[src/rtl/cmac_reset_pkg.sv]
// Shared types and helpers for the CMAC reset and QPLL bring-up sequencer.
`timescale 1ns/1ps
package cmac_reset_pkg;

    typedef enum logic [2:0] {
        WAIT_PWR = 3'd0,
        PLL_RST  = 3'd1,
        PLL_LOCK = 3'd2,
        GT_RST   = 3'd3,
        GT_DONE  = 3'd4,
        CORE_RST = 3'd5,
        RUN      = 3'd6,
        FAIL     = 3'd7
    } seq_state_t;

    localparam int PLL_SEL_QPLL0 = 0;
    localparam int PLL_SEL_QPLL1 = 1;
    localparam int PLL_SEL_BOTH  = 2;

    // One shared timer must reach the longest limit used by any timed state.
    function automatic int timer_width(input int a, input int b, input int c, input int d);
        int m;
        m = a;
        if (b > m) m = b;
        if (c > m) m = c;
        if (d > m) m = d;
        return $clog2(m) + 1;
    endfunction

endpackage

[src/rtl/cmac_sync_bit.sv]
// Two-flop synchroniser for asynchronous status inputs; reset forces the output low.
`timescale 1ns/1ps
module cmac_sync_bit #(
    parameter int WIDTH = 1
) (
    input  logic             clk,
    input  logic             rst,
    input  logic [WIDTH-1:0] d,
    output logic [WIDTH-1:0] q
);

    logic [WIDTH-1:0] meta;

    // NOTE: non-blocking assignments keep both stages sampling the pre-edge values,
    // so the chain really is two flops deep regardless of statement order.
    always_ff @(posedge clk) begin
        if (rst) begin
            meta <= '0;
            q    <= '0;
        end else begin
            meta <= d;
            q    <= meta;
        end
    end

endmodule

[src/rtl/cmac_reset_sequencer.sv]
// QPLL/GT/CMAC reset sequencer: brings PLLs to lock with bounded retries, releases
// GT then core resets in order, and re-sequences on lock or power loss.
`timescale 1ns/1ps
module cmac_reset_sequencer
    import cmac_reset_pkg::*;
#(
    parameter int N_COMMON          = 2,
    parameter int N_LANES           = 4,
    parameter int PLL_SEL           = 0,
    parameter int QPLL_RESET_CYCLES = 64,
    parameter int LOCK_TIMEOUT      = 1000000,
    parameter int GT_DONE_TIMEOUT   = 1000000,
    parameter int SETTLE_CYCLES     = 256,
    parameter int MAX_RETRIES       = 3
) (
    input  logic                drp_clk,
    input  logic                core_drp_reset,
    input  logic                gt_powergood,
    input  logic                restart,
    input  logic [N_COMMON-1:0] qpll0lock,
    input  logic [N_COMMON-1:0] qpll1lock,
    input  logic                gt_tx_reset_done,
    input  logic                gt_rx_reset_done,
    output logic [N_COMMON-1:0] qpll0reset,
    output logic [N_COMMON-1:0] qpll1reset,
    output logic                gt_tx_reset_out,
    output logic                gt_rx_reset_out,
    output logic                tx_reset_out,
    output logic                rx_reset_out,
    output logic [N_LANES-1:0]  rx_serdes_reset_out,
    output logic                link_ready,
    output logic                seq_fail,
    output logic [2:0]          seq_state,
    output logic [3:0]          retry_count,
    output logic [7:0]          lock_loss_count
);

    localparam int TW = timer_width(QPLL_RESET_CYCLES, LOCK_TIMEOUT, GT_DONE_TIMEOUT, SETTLE_CYCLES);
    localparam logic [TW-1:0] PLL_RST_LAST = TW'(QPLL_RESET_CYCLES - 1);
    localparam logic [TW-1:0] LOCK_LIMIT   = TW'(LOCK_TIMEOUT);
    localparam logic [TW-1:0] DONE_LIMIT   = TW'(GT_DONE_TIMEOUT);
    localparam logic [TW-1:0] SETTLE_LAST  = TW'(SETTLE_CYCLES - 1);
    localparam bit USE_Q0 = (PLL_SEL != PLL_SEL_QPLL1);
    localparam bit USE_Q1 = (PLL_SEL != PLL_SEL_QPLL0);

    logic [N_COMMON-1:0] qpll0lock_sync;
    logic [N_COMMON-1:0] qpll1lock_sync;
    logic                powergood_sync;
    logic [1:0]          done_sync;

    cmac_sync_bit #(.WIDTH(N_COMMON)) u_sync_qpll0 (
        .clk(drp_clk), .rst(core_drp_reset), .d(qpll0lock), .q(qpll0lock_sync)
    );
    cmac_sync_bit #(.WIDTH(N_COMMON)) u_sync_qpll1 (
        .clk(drp_clk), .rst(core_drp_reset), .d(qpll1lock), .q(qpll1lock_sync)
    );
    cmac_sync_bit #(.WIDTH(1)) u_sync_pwr (
        .clk(drp_clk), .rst(core_drp_reset), .d(gt_powergood), .q(powergood_sync)
    );
    cmac_sync_bit #(.WIDTH(2)) u_sync_done (
        .clk(drp_clk), .rst(core_drp_reset),
        .d({gt_tx_reset_done, gt_rx_reset_done}), .q(done_sync)
    );

    seq_state_t    state_q, state_d;
    logic [TW-1:0] timer_q;
    logic [3:0]    retry_d, retry_inc;
    logic [7:0]    loss_d, loss_inc;
    logic          pll_ok, retry_exhausted;
    logic          qpll_rst_d, gt_rst_d, core_rst_d;

    // Unselected PLLs are excluded from the lock condition entirely.
    assign pll_ok          = (!USE_Q0 || (&qpll0lock_sync)) && (!USE_Q1 || (&qpll1lock_sync));
    assign retry_inc       = (retry_count == 4'hF) ? retry_count : retry_count + 4'd1;
    assign loss_inc        = (lock_loss_count == 8'hFF) ? lock_loss_count : lock_loss_count + 8'd1;
    assign retry_exhausted = (int'(retry_count) + 1) >= MAX_RETRIES;
    assign seq_state       = state_q;

    // NOTE: every variable gets a default before the case so no path leaves one
    // unassigned, which would otherwise infer a latch.
    always_comb begin
        state_d = state_q;
        retry_d = retry_count;
        loss_d  = lock_loss_count;
        if (restart) begin
            state_d = PLL_RST;
            retry_d = '0;
        end else if (!powergood_sync && state_q != FAIL && state_q != WAIT_PWR) begin
            state_d = WAIT_PWR;
            if (state_q == RUN) loss_d = loss_inc;
        end else begin
            case (state_q)
                WAIT_PWR: if (powergood_sync) state_d = PLL_RST;
                PLL_RST:  if (timer_q == PLL_RST_LAST) state_d = PLL_LOCK;
                PLL_LOCK: begin
                    if (pll_ok) begin
                        state_d = GT_RST;
                    end else if (timer_q == LOCK_LIMIT) begin
                        retry_d = retry_inc;
                        state_d = retry_exhausted ? FAIL : PLL_RST;
                    end
                end
                GT_RST:   state_d = GT_DONE;
                GT_DONE: begin
                    if (&done_sync) begin
                        state_d = CORE_RST;
                    end else if (timer_q == DONE_LIMIT) begin
                        retry_d = retry_inc;
                        state_d = retry_exhausted ? FAIL : GT_RST;
                    end
                end
                CORE_RST: begin
                    if (timer_q == SETTLE_LAST) begin
                        state_d = RUN;
                        retry_d = '0;
                    end
                end
                RUN: begin
                    if (!pll_ok) begin
                        state_d = PLL_RST;
                        loss_d  = loss_inc;
                    end
                end
                FAIL:     state_d = FAIL;
                default:  state_d = WAIT_PWR;
            endcase
        end
    end

    // Reset levels are decoded from the next state and registered, so they change
    // on the same edge as seq_state and never glitch.
    always_comb begin
        qpll_rst_d = 1'b1;
        gt_rst_d   = 1'b1;
        core_rst_d = 1'b1;
        case (state_d)
            PLL_LOCK, GT_RST:  qpll_rst_d = 1'b0;
            GT_DONE, CORE_RST: begin
                qpll_rst_d = 1'b0;
                gt_rst_d   = 1'b0;
            end
            RUN: begin
                qpll_rst_d = 1'b0;
                gt_rst_d   = 1'b0;
                core_rst_d = 1'b0;
            end
            default: ;
        endcase
    end

    always_ff @(posedge drp_clk) begin
        if (core_drp_reset) begin
            state_q             <= WAIT_PWR;
            timer_q             <= '0;
            retry_count         <= '0;
            lock_loss_count     <= '0;
            qpll0reset          <= '1;
            qpll1reset          <= '1;
            gt_tx_reset_out     <= 1'b1;
            gt_rx_reset_out     <= 1'b1;
            tx_reset_out        <= 1'b1;
            rx_reset_out        <= 1'b1;
            rx_serdes_reset_out <= '1;
            link_ready          <= 1'b0;
            seq_fail            <= 1'b0;
        end else begin
            state_q         <= state_d;
            retry_count     <= retry_d;
            lock_loss_count <= loss_d;
            if (state_d != state_q || restart) timer_q <= '0;
            else if (timer_q != '1)            timer_q <= timer_q + 1'b1;
            qpll0reset          <= {N_COMMON{!USE_Q0 || qpll_rst_d}};
            qpll1reset          <= {N_COMMON{!USE_Q1 || qpll_rst_d}};
            gt_tx_reset_out     <= gt_rst_d;
            gt_rx_reset_out     <= gt_rst_d;
            tx_reset_out        <= core_rst_d;
            rx_reset_out        <= core_rst_d;
            rx_serdes_reset_out <= {N_LANES{core_rst_d}};
            link_ready          <= (state_d == RUN);
            seq_fail            <= (state_d == FAIL);
        end
    end

endmodule

[config.mk]
export PLATFORM = sky130hd
export DESIGN_NAME = cmac_reset_sequencer
export DESIGN_NICKNAME = d
export VERILOG_FILES = /design/src/rtl/cmac_reset_pkg.sv /design/src/rtl/cmac_sync_bit.sv /design/src/rtl/cmac_reset_sequencer.sv
export SDC_FILE = /design/constraint.sdc
export NUM_CORES = 1
export LEC_CHECK = 0
export CORE_MARGIN = 3
export CORE_UTILIZATION = 47
export CTS_CLUSTER_DIAMETER = 80
export DETAILED_ROUTE_END_ITERATION = 16
export GPL_TIMING_DRIVEN = 0
export PLACE_DENSITY = 0.7
export REMOVE_ABC_BUFFERS = 1
export SETUP_SLACK_MARGIN = 0.2
export SYNTH_ARGS = -nofsm -noshare
export SYNTH_HDL_FRONTEND = slang
export SYNTH_SLANG_ARGS = --single-unit
[constraint.sdc]
create_clock -name drp_clk -period 5.8 [get_ports drp_clk]
set_clock_uncertainty 0.2 [all_clocks]
set_input_delay 1.45 -clock drp_clk [delete_from_list [all_inputs] [get_ports drp_clk]]
set_output_delay 1.45 -clock drp_clk [all_outputs]
set_load 0.03 [all_outputs]
======== After elaboration in Yosys (flattened, before gate mapping) ========
Index checks and enable logic that the tools add are counted.
word-level totals
  register bits ........................... 52
  output and inout bits ................... 29
  logic and storage cells ................. 90
cells by class
  add/sub/neg operators ................... 4
  $lt $le $gt $ge ......................... 1
  equal/unequal tests ..................... 25
  muxes and demuxes ....................... 27
  bitwise logic cells ..................... 2
  reduce and logical (&&, ||, !) cells .... 15
operator list
  cell                                                 count
  2-to-1 mux 8 bit                                     5
  2-to-1 mux 3 bit                                     12
  == test 3 bit, second input constant                 8
  case mux 3 bit (8 select lines)                      1
  adder 21 x 1 -> 21 bit, second input constant        1
  == test 21 x 20 -> 1 bit, second input constant      1
  == test 21 x 6 -> 1 bit, second input constant       1
  == test 21 x 8 -> 1 bit, second input constant       1
  != test 21 bit, second input constant                1
  2-to-1 mux 4 bit                                     5
  == test 3 x 2 -> 1 bit, second input constant        4
  case mux 4 bit (3 select lines)                      1
  adder 8 x 1 -> 8 bit, second input constant          1
  == test 8 bit, second input constant                 1
  != test 2 bit, second input constant                 3
  nonzero test 3 bit                                   2
  adder 4 x 1 -> 5 bit, second input constant          1
  >= comparator 5 x 2 -> 1 bit, second input constant  1
  AND reduction 5 bit                                  1
  OR reduction 5 bit                                   1
  adder 4 x 1 -> 4 bit, second input constant          1
  == test 4 bit, second input constant                 1
  AND reduction 2 bit                                  2
  OR reduction 2 bit                                   2
  other kinds (12)                                     16

======== Logic depth before layout (Yosys ltp) ========
  depth after elaboration ................. 11
  gate-level depth with buffers ........... 10
  mapped depth without buffers ............ 8

======== By module ========
Synthesis repeated with hierarchy kept, for this count alone.
second synthesis, totals
  cell total of the unflattened synthesis .. 318
  area total of the unflattened synthesis .. 2845.2 µm²
modules (own cells, without submodules)
  module                           instances  cells each  area each (µm²)  sequential area each (µm²)
  cmac_reset_sequencer             1          298         2582.5           820.8
  cmac_sync_bit (u_sync_done ...)  2          8           105.1            80.1
  cmac_sync_bit (u_sync_pwr)       1          4           52.6             40.0

======== Worst setup path before layout ========
No wires, ideal clock.
  path type ............................... input port to flip-flop
  start point ............................. in restart
  end point ............................... reg timer_q[10]
  setup time .............................. 0.092 ns
  arrival time ............................ 2.649 ns
  slack ................................... 2.859 ns
  stages on the path ...................... 7
  buffers on the path ..................... 2
  path through ............................ or2_2 > buf_1 > a21oi_1 > o21a_1 > nand2_1 > clkbuf_1 > nor4_1
between the ends
  word-level cells in the longest chain between the ends .. 4
ends and longest elaborated chain
  what                            RTL line                     text
  start: declaration              cmac_reset_sequencer.sv:19   input logic restart,
  2-to-1 mux 3 bit                cmac_reset_sequencer.sv:85   if (restart) begin
  != test 3 bit                   cmac_reset_sequencer.sv:170  if (state_d != state_q || restart) timer_q <= '0;
  logical OR 1 bit *              cmac_reset_sequencer.sv:170
  OR reduction 2 bit (no line) *  n/a
  end signal: assignment          cmac_reset_sequencer.sv:171  else if (timer_q != '1) timer_q <= timer_q + 1'b1;
  end: declaration                cmac_reset_sequencer.sv:66   logic [TW-1:0] timer_q;
Every way passes the cells marked *; elsewhere a longest branch is shown, timed or not.
A chain may end at the register's enable or synchronous reset.

======== Worst setup path after layout ========
  start point ............................. in core_drp_reset
  end point ............................... reg timer_q[2]
between the ends
  word-level cells in the longest chain between the ends .. 1
ends and longest elaborated chain
  what                          RTL line                    text
  start: declaration            cmac_reset_sequencer.sv:17  input logic core_drp_reset,
  OR reduction 2 bit (no line)  n/a
Every way passes these cells.

==> impl_metrics.py <==
metrics = {
    "cts": {
        "clock_sinks": 51,
        "post_cts_resized": 0,
        "clock_path_buffers": 2,
        "worst_setup_hold_path_clk_slew_ns": 0.09,
        "root_buffer": "clkbuf_8",
        "tritoncts": "done",
        "worstSkewPairLatency_ns": 0.30,
        "cts_htree_levels": 2,
        "cts_setup_buffers": 0,
        "hold_fix_buffers_at_cts": 0,
        "numCtsBuffers": 5,
    },
    "layout": {
        "fin_util_pct": 56.2,
        "final_layout_size_suffix_gt1_share_pct": 4.82,
        "flow.area_growth_from_synthesis_pct": 12.9,
        "final_net_count": 367,
        "number_of_filler_instances_in_the_final_layout": 530,
        "diodes": 0,
    },
    "timing": {
        "timing.setup.tns_ns": 0,
        "hold_violations": 0,
        "final_min_period_over_clock_period_pct": 67.4,
        "setup_viol_count_final": 0,
        "slew_viol_final": 0,
        "worst_pin_slew_ns": 0.825,
        "timing.final.crit_period_ns": 3.91,
        "timing.fmax_mhz": 256,
        "max_slew_headroom_pct": 44.5,
        "grt_setup_unrepaired": "false",
    },
    "placement": {
        "finalWeightedCongestion": 0.870,
        "dp.final_hpwl_um": 4340,
        "portBuffers": 34,
    },
    "critical_path": {
        "worst-endpoint-required_ns": 5.80,
        "critPathBufInv": 1,
        "largest_driver_fanout_on_the_critical_path": 20,
        "cp_slowest_stage_delay_ns": 0.75,
        "start_kind": "primary input",
        "end_kind": "flop",
        "timing.critical_path.cells": "clkdlybuf4s50_1 -> or2_2 -> a21oi_1 -> o21a_1 -> nand2_1 -> nor4_1",
        "crit_type": "in -> reg",
        "critical-path-slowest-cell": "clkdlybuf4s50_1",
        "cpLargestDelayFamily": "simple AND/OR/NAND/NOR gates",
        "cp_data_arrival_time_ns": 3.91,
    },
    "logic_synthesis": {
        "seq_area_frac_synth_pct": 36.1,
        "yosys_register_bits": 51,
        "synthFlopType": "dfxtp_1",
        "post_synth_inst_count": 340,
        "ys_async_sr_fraction_pct": 0,
        "yosysTopAreaCell": "dfxtp_1",
        "avgSynthCellArea_um2": 8.31,
        "portion_of_synthesized_cell_area_occupied_by_the_leading_cell_type_pct": 36.1,
        "synthesis.area_mm2": 0.00283,
        "synth_edf_count": 0,
        "synth.area.top_cells": "dfxtp_1 (36%), nor4_1 (6.6%), xor2_1 (3.7%)",
        "synth.distinct_cells": 58,
        "yosysWarnings": 0,
    },
    "run": {
        "drv.max_cap_violation_count": 0,
    },
    "grt": {
        "antenna_found_initial": 0,
        "first_global_vias": 2311,
        "track_usage_pct": 17.9,
        "grt_max_degree": 22,
        "globalRoute.totalOverflow": 0,
        "first_pass_grt_wire_length_um": 10800,
    },
    "drt": {
        "initialDrtViolationCount": 280,
        "dr_total_vias": 2499,
        "remaining_drc_errors": 0,
        "drt-pass1-iter-count": 5,
        "routed_wire_length_per_instance_um": 14.3,
        "wirelength_um": 6100,
        "detail_route.vias_per_cell": 5.88,
        "antenna_left": 0,
    },
    "floorplan": {
        "initial_utilization_pct": 49.8,
        "chipHeight_um": 83.5,
        "die-width_um": 83.5,
        "floorplan.rows": 27,
        "dieArea_mm2": 0.00698,
        "core_area_mm2": 0.00568,
        "design.portCount": 39,
    },
    "pwr": {
        "p_leak_nw": 1.00,
        "p_per_area_mw_per_mm2": 186,
        "ir_drop_worst_vdd_v": 0.000171,
    },
    "min_path": {
        "hold_path_class": "reg -> reg",
    },
    "outcome": {
        "result_of_the_run": "completed",
    },
}
==> state kept, by name (all words and copies together), names as in the netlist <==
| name | flops |
|---|---|
| gt_rx_reset_out | 1 |
| link_ready | 1 |
| lock_loss_count | 8 |
| qpll0reset | 1 |
| retry_count | 4 |
| rx_serdes_reset_out | 1 |
| seq_fail | 1 |
| seq_state | 3 |
| timer_q | 21 |
| u_sync_done.meta | 2 |
| u_sync_done.q | 2 |
| u_sync_pwr.meta | 1 |
| u_sync_pwr.q | 1 |
| u_sync_qpll0.meta | 2 |
| u_sync_qpll0.q | 2 |
==> logic make-up after synthesis <==
logic type | Yosys count | share of synthesized area, %
mux | 4 | 1.46
fa+ha+maj | 5 | 2.21
xor+xnor | 22 | 6.82
buf+inv | 42 | 7.26
flops | 51 | 36.1
compound gates | 65 | 15.6
simple gates | 150 | 30.4
other cells | 1 | 0.133
==> cell usage in the layout (no fill, tap or decap), types with 4 or more instances in the layout <==
| cell | Yosys | routed |
|---|---|---|
| clkbuf_8 | 0 | 5 |
| nand2_1 | 20 | 20 |
| nand3b_1 | 5 | 5 |
| clkdlybuf4s50_1 | 0 | 34 |
| nand3_1 | 10 | 10 |
| nand4_1 | 13 | 13 |
| o21ai_0 | 13 | 13 |
| nor3_1 | 9 | 9 |
| nor2b_1 | 13 | 13 |
| a21oi_1 | 13 | 13 |
| xnor2_1 | 10 | 10 |
| nor2_1 | 21 | 21 |
| xor2_1 | 12 | 12 |
| o211ai_1 | 7 | 7 |
| ha_1 | 5 | 5 |
| and2_1 | 5 | 5 |
| inv_1 | 11 | 11 |
| nor4_1 | 30 | 30 |
| dfxtp_1 | 51 | 51 |
| a31oi_1 | 6 | 6 |
| or4_1 | 4 | 4 |
==> final timing paths <==
check / from / slack [ns] / cells past startpoint / endpoint
setup / recovery: core_drp_reset / 1.89 / 6 / timer_q[2]$_SDFFE_PP0P_
hold / removal: u_sync_qpll0.meta[0]$_SDFF_PP0_ / 0.24 / 1 / u_sync_qpll0.q[0]$_SDFF_PP0_
setup reg to reg: timer_q[11]$_SDFFE_PP0P_ / 2.55 / 7 / timer_q[2]$_SDFFE_PP0P_
hold reg to reg: u_sync_qpll0.meta[0]$_SDFF_PP0_ / 0.24 / 1 / u_sync_qpll0.q[0]$_SDFF_PP0_
==> routing by layer <==
layer  track usage, %  vias to the layer above  wire length [um]
li1                 -                     1268                 -
met2             28.4                       66              2790
met1             25.7                     1161              2990
met3             3.06                        4               280
met5                0                        -                 0
met4             3.36                        0                34
==> per-stage QoR <==
stage | setup WS (ns) | cells | hold WS [ns] | power, mW | cell area, um2
2_1_floorplan | 2.72 | 310 | 0.214 | 0.384 | 2670
3_3_place_gp | 1.63 | 416 | 0.223 | 0.397 | 3100
3_5_place_dp | 1.56 | 416 | 0.224 | 0.397 | 3100
4_1_cts | 1.88 | 424 | 0.248 | 0.602 | 3180
5_1_grt | 1.69 | 425 | 0.271 | 0.623 | 3190
6_report | 1.89 | 425 | 0.243 | 0.594 | 3190
==> power by group <==
part | internal [mW] | total [mW] | switching (mW)
registers | 0.354 | 0.359 | 0.00470
logic | 0.0126 | 0.0311 | 0.0185
clock network | 0.0852 | 0.204 | 0.119
==> cells in the mapped netlist, types with 6 or more instances <==
cell type and count:
dfxtp_1 51, nor4_1 30, nor2_1 21, nand2_1 20, a21oi_1 13, clkbuf_1 13, nand4_1 13, nor2b_1 13
o21ai_0 13, xor2_1 12, buf_4 11, inv_1 11, nand3_1 10, xnor2_1 10, nor3_1 9, o211ai_1 7
a31oi_1 6
==> area by class of cell <==
cell class	count	area [um2]	share of cell area (%)
flip-flops and latches	51	1020	32.0
multi-input cells	248	1600	50.2
repair buffers	35	348	10.9
inverters	11	41.3	1.29
clock inverters	3	18.8	0.588
clock buffers	5	68.8	2.16
well taps	72	90.1	2.82
No activity file was read; power rests on OpenSTA's default activity.
